**config.mk**
```make
export PLATFORM = sky130hd
export DESIGN_NAME = audio_sample_streamer
export DESIGN_NICKNAME = d
export VERILOG_FILES = /design/src/rtl/audio_sample_streamer.sv
export SDC_FILE = /design/constraint.sdc
export NUM_CORES = 1
export LEC_CHECK = 0
export BUFFER_PORTS_ARGS = -buffer_cell sky130_fd_sc_hd__clkbuf_2
export CORE_UTILIZATION = 55
export CTS_CLUSTER_DIAMETER = 200
export DETAILED_ROUTE_END_ITERATION = 8
export PLACE_DENSITY_LB_ADDON = 0.08
export SLEW_MARGIN = 40
export SYNTH_ARGS = -nofsm -noshare
export SYNTH_HDL_FRONTEND = slang
export SYNTH_SLANG_ARGS = --single-unit
```
**constraint.sdc**
```tcl
create_clock -name clk -period 5.4 [get_ports clk]
set_input_delay 1.08 -clock clk [delete_from_list [all_inputs] [get_ports clk]]
set_output_delay 1.08 -clock clk [all_outputs]
set_load 0.02 [all_outputs]
```
**src/rtl/audio_sample_streamer.sv**
```systemverilog
// audio_sample_streamer: prefetches packed 32-bit sample words from the sample ROM, unpacks each
// word into two 16-bit PCM samples, buffers them in a small FIFO and hands one sample to the PWM
// stage per sample_tick.
//
// Build option: define STREAMER_UNDERRUN_MUTE_EN to force sample_o to midscale (16'h8000) on an
// underrun tick; without it sample_o holds its last value. The underrun flag is the same in both.

module audio_sample_streamer #(
  parameter int unsigned       ADDR_W    = 16,
  parameter int unsigned       DEPTH     = 8,
  // All ones, i.e. 16'hFFFF at the default address width.
  parameter logic [ADDR_W-1:0] LAST_ADDR = {ADDR_W{1'b1}}
) (
  input  logic                     clk,
  input  logic                     rst,
  input  logic                     aud_en,
  input  logic                     sample_tick,
  output logic [ADDR_W-1:0]        mem_addr,
  output logic                     mem_rd,
  input  logic [31:0]              mem_data,
  output logic [15:0]              sample_o,
  output logic                     sample_valid,
  output logic                     underrun,
  output logic [$clog2(DEPTH):0]   level
);

  localparam int unsigned PtrW     = $clog2(DEPTH);
  localparam int unsigned LvlW     = PtrW + 1;
  localparam logic [15:0] MidScale = 16'h8000;

  typedef enum logic [2:0] {
    StIdle,
    StReq,
    StWait,
    StPushLo,
    StPushHi
  } fetch_state_e;

  // ---------------------------------------------------------------------------------------------
  // State
  // ---------------------------------------------------------------------------------------------
  fetch_state_e         state_q, state_d;
  logic [ADDR_W-1:0]    addr_q, addr_d;
  logic [31:0]          hold_q, hold_d;

  logic [15:0]          fifo_q [DEPTH];
  logic [PtrW-1:0]      wr_ptr_q, wr_ptr_d;
  logic [PtrW-1:0]      rd_ptr_q, rd_ptr_d;
  logic [LvlW-1:0]      level_q, level_d;

  logic [15:0]          sample_q, sample_d;
  logic                 valid_q, valid_d;
  logic                 underrun_q, underrun_d;

  // FIFO write/read strobes shared between the fetch, pointer and pop logic.
  logic                 push;
  logic [15:0]          push_data;
  logic                 pop;

  // ---------------------------------------------------------------------------------------------
  // Fetch FSM: one ROM word per pass, split into low then high sample.
  // ---------------------------------------------------------------------------------------------

  // Next-state, holding register and word address; a low aud_en aborts any fetch in flight.
  always_comb begin
    state_d   = state_q;
    addr_d    = addr_q;
    hold_d    = hold_q;
    push      = 1'b0;
    push_data = hold_q[15:0];

    if (!aud_en) begin
      state_d = StIdle;
      addr_d  = '0;
    end else begin
      case (state_q)
        StIdle: begin
          // Two free slots guarantee room for both halves, so pops never need to be awaited.
          if (level_q <= LvlW'(DEPTH - 2)) begin
            state_d = StReq;
          end
        end
        StReq: begin
          state_d = StWait;
        end
        StWait: begin
          hold_d  = mem_data;
          state_d = StPushLo;
        end
        StPushLo: begin
          push      = 1'b1;
          push_data = hold_q[15:0];
          state_d   = StPushHi;
        end
        StPushHi: begin
          push      = 1'b1;
          push_data = hold_q[31:16];
          addr_d    = (addr_q == LAST_ADDR) ? '0 : addr_q + ADDR_W'(1);
          state_d   = StIdle;
        end
        default: begin
          state_d = StIdle;
        end
      endcase
    end
  end

  // Fetch state, address and holding register.
  always_ff @(posedge clk or posedge rst) begin
    if (rst) begin
      state_q <= StIdle;
      addr_q  <= '0;
      hold_q  <= '0;
    end else begin
      state_q <= state_d;
      addr_q  <= addr_d;
      hold_q  <= hold_d;
    end
  end

  // Read strobe is a decode of the registered state, so it is glitch-free and drops on reset.
  always_comb begin
    mem_rd   = (state_q == StReq);
    mem_addr = addr_q;
  end

  // ---------------------------------------------------------------------------------------------
  // Sample FIFO
  // ---------------------------------------------------------------------------------------------

  // Pop only against the registered level so a same-cycle push is never read back while empty.
  always_comb begin
    pop = aud_en && sample_tick && (level_q != '0);
  end

  // Pointer and occupancy update; pointers wrap naturally because DEPTH is a power of two.
  always_comb begin
    wr_ptr_d = wr_ptr_q;
    rd_ptr_d = rd_ptr_q;
    level_d  = level_q;

    if (!aud_en) begin
      wr_ptr_d = '0;
      rd_ptr_d = '0;
      level_d  = '0;
    end else begin
      if (push) begin
        wr_ptr_d = wr_ptr_q + PtrW'(1);
      end
      if (pop) begin
        rd_ptr_d = rd_ptr_q + PtrW'(1);
      end
      case ({push, pop})
        2'b10:   level_d = level_q + LvlW'(1);
        2'b01:   level_d = level_q - LvlW'(1);
        default: level_d = level_q;
      endcase
    end
  end

  // FIFO pointers and level.
  always_ff @(posedge clk or posedge rst) begin
    if (rst) begin
      wr_ptr_q <= '0;
      rd_ptr_q <= '0;
      level_q  <= '0;
    end else begin
      wr_ptr_q <= wr_ptr_d;
      rd_ptr_q <= rd_ptr_d;
      level_q  <= level_d;
    end
  end

  // Sample storage; contents are don't-care until written, so no reset is needed.
  always_ff @(posedge clk) begin
    if (push) begin
      fifo_q[wr_ptr_q] <= push_data;
    end
  end

  // ---------------------------------------------------------------------------------------------
  // Output path
  // ---------------------------------------------------------------------------------------------

  // Per-tick output update: pop on data, flag underrun when empty, flush when disabled.
  always_comb begin
    sample_d   = sample_q;
    valid_d    = 1'b0;
    underrun_d = underrun_q;

    if (!aud_en) begin
      sample_d   = MidScale;
      underrun_d = 1'b0;
    end else if (sample_tick) begin
      valid_d = 1'b1;
      if (level_q != '0) begin
        sample_d = fifo_q[rd_ptr_q];
      end else begin
        underrun_d = 1'b1;
`ifdef STREAMER_UNDERRUN_MUTE_EN
        sample_d   = MidScale;
`else
        sample_d   = sample_q;
`endif
      end
    end
  end

  // Registered sample, valid pulse and sticky underrun flag.
  always_ff @(posedge clk or posedge rst) begin
    if (rst) begin
      sample_q   <= MidScale;
      valid_q    <= 1'b0;
      underrun_q <= 1'b0;
    end else begin
      sample_q   <= sample_d;
      valid_q    <= valid_d;
      underrun_q <= underrun_d;
    end
  end

  // Output drive.
  always_comb begin
    sample_o     = sample_q;
    sample_valid = valid_q;
    underrun     = underrun_q;
    level        = level_q;
  end

endmodule

```
== Word level (Yosys, flattened, before mapping) ==
Memory sizes are Yosys's and may differ from the RTL's.
Cells that the tools add are included.

* Register bits: 79
* Latch bits: 0
* RAM bits: 128
* Bits in read-only memories: 0
* Output and inout port bits: 39
* Memories: 1

* Add/sub/neg operators: 5
* Multipliers: 0
* Divide/modulo/power cells: 0
* Magnitude comparators: 1
* Equal/unequal tests: 15
* Shifts and indexed selects: 0
* Muxes and demuxes: 26
* Bitwise gates (word level): 0
* Reductions and logical operators: 8

{| class="wikitable"
|+ Memory list
! name !! depth !! width !! read ports !! clocked after Yosys merged registers in !! write ports !! RTL line !! RTL
|-
| fifo_q || 8 || 16 || 1 || 0 || 1 || 46 || <nowiki>logic [15:0] fifo_q [DEPTH];</nowiki>
|}

{| class="wikitable"
|+ Operators with widths
! kind !! number
|-
| $mux W16 || 8
|-
| $mux W3 || 6
|-
| $add A16 B1 Y16 const B || 1
|-
| $eq A16 B16 Y1 const B || 1
|-
| $pmux W3 S4 || 1
|-
| $ne A2 B1 Y1 const B || 5
|-
| $mux W1 || 9
|-
| $pmux W4 S2 || 1
|-
| $add A3 B1 Y3 const B || 2
|-
| $eq A3 B2 Y1 const B || 2
|-
| $reduce_and A2 Y1 || 3
|-
| $add A4 B1 Y4 const B || 1
|-
| $le A4 B3 Y1 const B || 1
|-
| $mux W4 || 1
|-
| $reduce_bool A4 Y1 || 1
|-
| $sub A4 B1 Y4 const B || 1
|-
| $eq A3 B1 Y1 const B || 1
|-
| $eq A3 B3 Y1 const B || 1
|-
| $logic_not A3 Y1 || 1
|-
| $ne A3 B1 Y1 const B || 1
|-
| $ne A3 B3 Y1 const B || 1
|-
| $eq A2 B1 Y1 const B || 1
|-
| $eq A2 B2 Y1 const B || 1
|-
| $logic_and A1 B1 Y1 || 2
|-
| 2 further kinds || 2
|}

== Depth between registers and ports, before layout ==
Gate-level depths: netlist of the first run.

* Depth in word-level cells: 7
* Gate-level depth with buffers: 8
* Gate-level depth less buffers: 7

== Least setup slack after synthesis of the first run ==
Ideal clock, no wire load.

* Path type: input to register
* From: in aud_en
* To: mem fifo_q[0][0], enable pin
* Setup time: 0.409 ns
* Arrival: 3.030 ns
* Data required time: 4.991 ns
* Slack: 1.961 ns
* Stages on the path: 4
* Cell sequence: clkbuf_1 inv_2 or3_1 nor3_1

* Cells in the longest elaborated chain, start to end: 3

{| class="wikitable"
|+ Ends and longest elaborated chain
! item !! RTL line !! RTL
|-
| start, declared || 16 || <nowiki>input logic aud_en,</nowiki>
|-
| $mux W1 || 72 || <nowiki>if (!aud_en) begin</nowiki>
|-
| $mux W1 || 176 || <nowiki>if (push) begin</nowiki>
|-
| $mux W1 (implied by the code) || 177 || <nowiki>fifo_q[wr_ptr_q] <= push_data;</nowiki>
|-
| end, declared || 46 ||
|}

Every way passes these cells.

== Worst setup path in the final report of the first run ==
* From: in aud_en
* To: mem fifo_q[0][3], enable pin

The elaborated chain is that of the path after synthesis.

==> results.tsv, run 1 <==
stage	metric	value	unit
clock_network	clockBufferDepth	3	
clock_network	clock_latency	490	ps
timing	maxSlewViolCount	0	
routing	vias	4806	
worst_setup_path	rrSetupSlack	2410	ps
run_status	outcome	completed	
clock_network	clock-root-buffer	clkbuf_16	
yosys	synthDistinctLibCells	51	
finish	diodes	0	
die	io_pins	75	
finish	syn2layout_area_growth	15.0	%
placement	dpl_cell_area	9160	um2
clock_network	cts_tree	built	
finish	final_cell_area	9810	um2
die	initial_utilization	56.3	%
placement	gp_congestion	0.789	
routing	drt_pre_antenna_iters	5	
yosys	synth_area_leader_cell	edfxtp_1	
worst_setup_path	crit_cells	5	
routing	ant_nets	0	
placement	dp_hpwl	10500	um
yosys	yosys-top-cells-area	edfxtp_1, dfrtp_1, mux4_2	
yosys	syn_nets	565	
worst_setup_path	path_delay_family	buffers and inverters	
worst_setup_path	cp-start-kind	input port	
finish	drive_gt1_share	34.5	%
routing	drt_wl_total	16800	um
yosys	yosys_warnings	0	
timing	period_share	58.9	%
yosys	yosysTopAreaCellShare	45.1	%
worst_setup_path	cp-startpoint	aud_en	
routing	drt-initial-drc-count	448	
yosys	avgSynthCellArea	16.3	um2
yosys	ys_seq_elements	207	
worst_setup_path	worstSetupPathType	in -> reg	
worst_setup_path	required	5580	ps
grt	grt_antenna_before_repair	0	
placement	io_buffers	74	
timing	tightest_slew	831	ps
worst_setup_path	cp.buffers_inverters	3	
yosys	synthCells	524	
routing	drc_errors	0	
run	cap_violations	0	
timing	relSlewSlack	44.6	%
timing	fin_tns_setup	0	ps
timing	max_freq	314	MHz
timing	hold_viol_final	0	
grt	grt_pass1_vias	5069	
timing	fin_crit	3180	ps
timing	finalSetupViolations	0	
worst_setup_path	cp_max_fo	30	
worst_setup_path	cp_slowest_stage_delay	620	ps
yosys	synth-edff-count	128	
worst_setup_path	reg2reg_depth	5	
die	coreArea	15100	um2
worst_setup_path	worstPathArrival	3370	ps
grt	overflow	0	
placement	dp_slack	1710	ps
finish	n_fill_cell	1089	
grt	grt_pass1_wl	27500	um
worst_setup_path	endpoint_kind	flip-flop	
yosys	syn-cell-area	8530	um2
timing	rsz0062_at_grt	false	
pwr	ir_drop	0.347	mV
yosys	async_reset_ff_share	38.2	%
timing	worst_slack	2220	ps
die	die_x	127	um
clock_network	postCtsResizedCells	0	
routing	viasPerCell	5.99	
hold_path	hp-class	reg -> reg	
routing	wl_per_cell	20.9	um
clock_network	clock-sinks	207	
clock_network	cts_setup_buffers	0	
grt	grt_max_degree	43	
pwr	power_leakage	3.60	nW
die	rows	45	
die	die_height	127	um
pwr	power_density	462	nW/um2
worst_setup_path	reg2reg_from	state_q[0]	
worst_setup_path	path_cells	clkbuf_2 > inv_2 > or3_1 > nor3_4 > buf_6	
clock_network	clkSlewWorstSetupHoldPaths	60	ps
worst_setup_path	r2r-end	fifo_q[0][3]	
timing	skew	17.8	ps
clock_network	ctsHoldBuffers	0	
clock_network	cts_inserted_buffers	21	
timing	fin_hold_ws	504	ps
grt	grtUsageTotal	22.4	%
die	dieArea	16000	um2
worst_setup_path	cp-endpoint	fifo_q[0][3]	
clock_network	htreeDepth	1	
yosys	ys_seq_area_share	68.2	%
finish	finalNetCount	641	
yosys	ys.flop_type	edfxtp_1	
worst_setup_path	slowest_stage	or3_1	
==> registers in the layout, indices dropped and copies added (netlist names) <==
| signal | count |
|---|---|
| rd_ptr_q | 3 |
| sample_valid | 1 |
| state_q | 3 |
| hold_q | 32 |
| level | 4 |
| mem_addr | 16 |
| sample_o | 16 |
| fifo_q | 128 |
| wr_ptr_q | 3 |
| underrun | 1 |
==> per-layer routing <==
| metal | track usage (%) | wire (um) |
|---|---|---|
| met4 | 5.88 | 275 |
| met5 | 0 | 0 |
| met3 | 2.83 | 717 |
| met2 | 37.0 | 8240 |
| met1 | 31.9 | 7550 |
==> cell usage in the layout (no fill, tap or decap), types with 4 or more instances in the layout <==
cell type,netlist,layout
nand2b_1,4,4
nor3_1,9,6
a21oi_1,26,26
nor2_1,24,18
mux4_2,32,32
nand2_1,17,16
clkbuf_2,0,74
ha_1,5,5
o21ai_0,24,24
clkbuf_1,18,8
mux2i_1,19,19
xnor2_1,5,5
nand3_1,10,10
dfrtp_1,78,75
nor2_4,0,6
a211o_1,4,4
or3_1,4,4
edfxtp_1,128,128
mux2_2,49,49
xor2_1,7,7
clkbuf_16,0,21
inv_1,5,4
clkinv_2,0,5
buf_4,0,4
and3_1,4,4
==> cell type report <==
class | count | area [um2] | area share, %
multi-input cells | 283 | 2650 | 27.0
inverters | 6 | 23.8 | 0.242
flip-flops and latches | 207 | 5830 | 59.4
clock buffers | 31 | 583 | 5.94
clock inverters | 7 | 62.6 | 0.637
repair buffers | 81 | 434 | 4.42
well taps | 188 | 235 | 2.40
==> worst register-to-register path: stages (launching register included) <==
cell	delay (ps)
dfrtp_1	530
nor3b_2	730
nor2_1	180
or3_1	520
nor3_4	500
buf_6	250
==> logic make-up after synthesis <==
| kind of cell | count (synthesis) | share of synthesized area, % |
|---|---|---|
| xor gates and xnor gates | 12 | 1.23 |
| and+or+nand+nor | 92 | 5.60 |
| AOI/OAI and AO/OA | 74 | 5.38 |
| muxes | 100 | 17.1 |
| adders and majority gates | 5 | 0.733 |
| DFF | 207 | 68.2 |
| buffers and inverters | 34 | 1.67 |
==> worst min path at each step <==
| stage | from | to | slack [ps] | depth (start not counted) |
|---|---|---|---|---|
| after detailed placement | hold_q[25] | hold_q[25] | 490 | 1 |
| after global routing | hold_q[24] | hold_q[24] | 520 | 1 |
| after floorplan | hold_q[0] | hold_q[0] | 470 | 1 |
| after CTS | hold_q[6] | hold_q[6] | 510 | 1 |
| final | hold_q[6] | hold_q[6] | 500 | 1 |
| after global placement | underrun | underrun | 480 | 2 |
==> per-stage QoR <==
step / std cells / total power [mW] / util [%]
final: 803 / 4.54 / 64.8
after global routing: 803 / 4.75 / 64.8
after CTS: 803 / 4.57 / 64.8
after detailed placement: 765 / 3.21 / 60.5
after global placement: 762 / 3.17 / 60.0
after floorplan: 524 / 2.91 / -
==> cells in the mapped netlist (all sizes together) (2+ instances only) <==
library cell,number
buf,10
a21oi,26
nor2,24
o41ai,2
or3b,2
nor3,9
a211oi,2
and2,3
nand4,3
a22o,2
a41oi,2
nand2b,4
nand3,10
mux4,32
ha,5
inv,6
mux2,49
mux2i,19
or3,4
and3,4
clkbuf,18
edfxtp,128
dfrtp,78
xnor2,5
o21ai,27
a211o,4
xor2,7
nor4,4
nor3b,2
nand2,17
nand3b,2
==> power by group <==
part / switching (mW) / internal, mW
registers: 0.181 / 2.05
logic: 0.525 / 0.425
clock network: 0.562 / 0.797
No activity file was read; power rests on OpenSTA's default activity.
==> inputs of run 2 (changes only) <==
ABC_AREA = 1   (was unset)
CORE_UTILIZATION = 54   (was 55)
clock period = 2.84 ns   (was 5.4 ns; I/O delays follow)
==> run 2 against run 1 <==
  * Worst hold slack worse by 420 ps
  * Sequential power increased by 85%
  * Clock power up 100%
  * Clock skew is 9.0 ps lower
  * Sequential share of layout area is 1.3 points lower
  * Area after synthesis rose by 2.1%
  * Non-clock buffer count grew 11
  * Final area is 2.2% higher
  * Via count is 21% higher
  * Combinational power up 120%
  * Critical path type is now reg -> reg
  * Critical endpoint is now sample_o[5]
==> results.tsv, run 2 <==
stage	metric	value	unit
run_status	outcome	completed	
timing	maxSlewViolCount	0	
routing	ant_nets	0	
timing	finalSetupViolations	0	
clock_network	clock_latency	490	ps
routing	drt-initial-drc-count	484	
finish	mostFrequentLayoutCell	nand2_1	
finish	top_regs	fifo_q (128), hold_q (32)	
die	dieArea	16600	um2
die	io_pins	75	
worst_setup_path	rrSetupSlack	710	ps
pwr	ir_drop	0.544	mV
routing	vias	5805	
pwr	power_leakage	4.07	nW
finish	fin_util	63.4	%
timing	skew	8.83	ps
placement	gp_congestion	0.825	
timing	fin_crit	2130	ps
die	coreArea	15800	um2
die	die_height	129	um
grt	grt_pass1_wl	29600	um
die	initial_utilization	55.0	%
yosys	synth_area_leader_cell	edfxtp_1	
die	die_x	129	um
yosys	async_reset_ff_share	38.2	%
clock_network	htreeDepth	1	
placement	dp_hpwl	11600	um
yosys	yosys-top-cells-area	edfxtp_1, dfrtp_1, nand2_1	
hold_path	hp-class	in -> async	
run	cap_violations	0	
timing	relSlewSlack	46.8	%
die	rows	46	
pwr	power_density	898	nW/um2
clock_network	clkSlewWorstSetupHoldPaths	60	ps
grt	overflow	0	
timing	tightest_slew	793	ps
yosys	yosysTopAreaCellShare	44.1	%
clock_network	clock-sinks	207	
finish	largest_register	fifo_q	
yosys	synthMostInstantiatedCell	nand2_1	
worst_setup_path	endpoint_kind	flip-flop	
yosys	ys.flop_type	edfxtp_1	
clock_network	postCtsResizedCells	0	
timing	rsz0062_at_grt	false	
yosys	synthDistinctLibCells	37	
worst_setup_path	required	3210	ps
routing	drt_wl_total	18700	um
clock_network	clock-root-buffer	clkbuf_16	
yosys	ys_seq_area_share	66.8	%
worst_setup_path	worstSetupPathType	reg -> reg	
yosys	synthCells	753	
timing	fin_tns_setup	0	ps
yosys	yosys_warnings	0	
finish	final_cell_mix	nand2_1, edfxtp_1, nor2_1	
yosys	avgSynthCellArea	11.6	um2
grt	grt_max_degree	70	
placement	io_buffers	74	
finish	diodes	0	
grt	grt_antenna_before_repair	0	
finish	drive_gt1_share	21.6	%
finish	finalNetCount	876	
timing	max_freq	469	MHz
timing	period_share	75.0	%
finish	syn2layout_area_growth	15.2	%
worst_setup_path	reg2reg_from	rd_ptr_q[0]	
timing	fin_hold_ws	88.9	ps
routing	drc_errors	0	
worst_setup_path	cp_max_fo	34	
worst_setup_path	cp-start-kind	flip-flop	
yosys	synthTopCellsByCount	nand2_1, edfxtp_1, nor2_1	
routing	viasPerCell	5.44	
clock_network	cts_setup_buffers	0	
worst_setup_path	r2r-end	sample_o[5]	
clock_network	clockBufferDepth	3	
worst_setup_path	reg2reg_depth	6	
routing	wl_per_cell	17.5	um
clock_network	cts_inserted_buffers	22	
clock_network	ctsHoldBuffers	0	
grt	grt_pass1_vias	5810	
routing	drt_pre_antenna_iters	5	
yosys	ys_seq_elements	207	
yosys	syn_nets	794	
clock_network	cts_tree	built	
timing	hold_viol_final	0	
yosys	syn-cell-area	8710	um2
grt	grtUsageTotal	23.6	%
yosys	synth-edff-count	128	
worst_setup_path	worstPathArrival	2500	ps
finish	largest_reg_flops	128	
==> run 2: area by class of cell <==
cell class | count | area, um2
well taps | 216 | 270
multi-input cells | 462 | 2510
flip-flops and latches | 207 | 5820
repair buffers | 92 | 531
fillers | 1211 | 5800
clock buffers | 32 | 649
inverters | 50 | 189
clock inverters | 8 | 58.8
==> run 2: how the worst max path moves through the flow <==
stage,start,end,cells past startpoint
CTS,rd_ptr_q[0],sample_o[13],6
global placement,sample_tick,level[2],13
floorplan,rst,hold_q[0],1
detailed placement,sample_tick,level[2],13
finish,rd_ptr_q[0],sample_o[5],6
global route,rd_ptr_q[0],sample_o[12],6
==> run 2: critical path, stage by stage (launching register included) <==
cell and delay (ps):
dfrtp_1 350, clkinv_1 620, buf_12 440, o21ai_0 180, o221ai_1 140, nand3_1 190
nand2_1 70
==> run 2: cells by family after synthesis <==
group | after synthesis | synth area share, %
and+or+nand+nor | 285 | 14.8
DFF | 207 | 66.8
buffers and inverters | 84 | 4.32
AOI/OAI and AO/OA | 136 | 8.85
muxes | 31 | 4.01
adders and majority gates | 5 | 0.718
xor gates and xnor gates | 5 | 0.503
==> run 2: stage by stage <==
stage / instances / setup WS [ps] / power, mW / cell area [um2]
floorplan: 753 / 250 / 5.63 / 8710
detailed placement: 1027 / 601 / 6.30 / 9320
global route: 1067 / 481 / 9.50 / 10000
CTS: 1067 / 702 / 9.06 / 10000
global placement: 1027 / 680 / 6.18 / 9320
finish: 1067 / 709 / 9.01 / 10000
==> run 2: power breakdown <==
| group | internal, mW | leakage, nW | switching [mW] |
|---|---|---|---|
| Clock | 1.67 | 0.348 | 1.09 |
| Sequential | 3.88 | 2.18 | 0.249 |
| Combinational | 0.699 | 1.55 | 1.43 |
==> run 2: routing by layer <==
metal	vias to the layer above	GRT usage [%]	routed length, um
met5	-	0	0
met4	0	7.20	371
met3	34	3.37	997
met2	180	38.8	9000
met1	2809	32.8	8320
li1	2782	-	-
==> inputs of run 3 (changes only) <==
clock period = 1.9 ns   (was 2.84 ns; I/O delays follow)
==> run 3 against run 2 <==
  * Critical path depth shrank 3
  * Worst hold slack gained 19 ps
  * Final area grew 2.6%
  * First-iteration DRC count shrank 21%
  * Critical endpoint is now mem_rd
  * Die area is the same
  * Sequential power grew 50%
==> results.tsv, run 3 (synthesis results as in run 2) <==
stage	metric	value	unit
run_status	outcome	completed	
routing	drc_errors	0	
hold_path	hp-class	in -> reg	
grt	grt_max_degree	80	
pwr	intPower	9.52	mW
clock_network	clockBufferDepth	3	
die	dieArea	16600	um2
finish	final_cell_mix	nand2_1, edfxtp_1, nor2_1	
clock_network	clock-root-buffer	clkbuf_16	
worst_setup_path	cp_max_fo	4	
pwr	pwr-share-seq	44.6	%
worst_setup_path	endpoint_kind	output port	
finish	syn2layout_area_growth	18.2	%
pwr	p_sw_share	31.2	%
placement	dp_hpwl	11800	um
routing	viasPerCell	5.44	
finish	top_regs	fifo_q (128), hold_q (32)	
timing	max_freq	545	MHz
grt	grt_pass1_vias	5557	
pwr	ir_drop	0.820	mV
worst_setup_path	required	1520	ps
placement	dp_slack	58.3	ps
timing	worst_slack	66.7	ps
clock_network	htreeDepth	1	
finish	drive_gt1_share	24.0	%
timing	skew	11.6	ps
finish	largest_reg_flops	128	
timing	hold_viol_final	0	
placement	io_buffers	74	
pwr	p_sw	4.32	mW
routing	drt-initial-drc-count	383	
pwr	p_comb_share	25.2	%
routing	drt_pre_antenna_iters	5	
clock_network	clkSlewWorstSetupHoldPaths	60	ps
die	initial_utilization	55.0	%
finish	finalNetCount	890	
pwr	power_density	1340	nW/um2
finish	fin_util	65.0	%
timing	period_share	96.5	%
run	cap_violations	0	
pwr	power_leakage	4.17	nW
grt	grt_antenna_before_repair	0	
grt	grtUsageTotal	22.6	%
timing	relSlewSlack	69.1	%
finish	largest_register	fifo_q	
routing	drt_wl_total	18000	um
pwr	totalPowerFinal	13.8	mW
timing	tightest_slew	459	ps
clock_network	clock-sinks	207	
clock_network	cts_inserted_buffers	23	
worst_setup_path	cp-start-kind	flip-flop	
die	die_height	129	um
worst_setup_path	worstSetupPathType	reg -> out	
timing	fin_crit	1830	ps
clock_network	clock_latency	500	ps
placement	gp_congestion	0.804	
die	io_pins	75	
pwr	clkPwrFrac	30.2	%
timing	finalSetupViolations	0	
timing	fin_hold_ws	108	ps
finish	n_fill_cell	1222	
grt	overflow	0	
clock_network	cts_tree	built	
timing	maxSlewViolCount	0	
die	die_x	129	um
die	rows	46	
routing	ant_nets	0	
die	coreArea	15800	um2
finish	diodes	0	
routing	vias	5886	
grt	grt_pass1_wl	28900	um
worst_setup_path	worstPathArrival	1450	ps
routing	wl_per_cell	16.7	um
==> run 3: cell count changes in the layout (fill, tap and decap cells not counted), moves of 2 or more <==
cell,delta
nor2_1,-2
nor2_4,+2
clkinv_2,+2
clkinv_1,-5
buf_4,+3
clkbuf_1,+3
dfrtp_2,+5
buf_12,+9
dfrtp_1,-5
==> run 3: metal layers <==
metal / part of all wire, % / wire (um) / GRT usage (%)
met3: 6.1 / 1110 / 3.62
met5: 0 / 0 / 0
met2: 45 / 8190 / 34.8
met4: 1.7 / 303 / 5.33
met1: 47 / 8430 / 33.8
==> run 3: through the flow <==
stage	setup TNS [ps]	cell area (um2)	instances
floorplan	-25180	8710	753
global placement	0	9510	1037
detailed placement	0	9510	1037
CTS	0	10200	1080
global route	-20.3	10300	1082
finish	0	10300	1082
==> run 3: final cells by class <==
cell class	count	area (um2)	share of cell area, %
Clock inverter	7	63.8	0.620
Tap cell	216	270	2.63
Sequential cell	207	5830	56.6
Timing Repair Buffer	105	743	7.22
Inverter	50	191	1.86
Multi-Input combinational cell	462	2530	24.6
Clock buffer	35	661	6.42
==> run 3: worst paths after layout <==
check	start	to	slack (ps)	cells past startpoint
max	state_q[1]	mem_rd	70	3
min	mem_data[6]	hold_q[6]	110	2
max reg2reg	level[2]	level[2]	80	12
min reg2reg	sample_o[14]	sample_o[14]	480	2
max in group asynchronous	rst	sample_o[15]	1010	4
min in group asynchronous	rst	hold_q[19]	540	4
==> run 3: repair_timing <==
action	in CTS	in global routing
pin swaps	0	2
buffers inserted	0	2
endpoints found under the setup margin	1	4
hold buffers	1	0
hold endpoints to repair	38	0
resized for setup	1	11
==> run 3: critical path: stages, from the launching register on <==
cell and delay [ps]:
dfrtp_2 460, buf_4 160, nor3_1 150, buf_2 190
==> run 3: power by group through the flow <==
stage | sequential (mW) | clock (mW) | combinational (mW)
floorplan | 6.37 | 0 | 2.04
global placement | 6.20 | 0 | 3.27
detailed placement | 6.23 | 0 | 3.41
CTS | 6.15 | 4.27 | 3.42
global route | 6.26 | 4.43 | 3.87
finish | 6.18 | 4.18 | 3.48
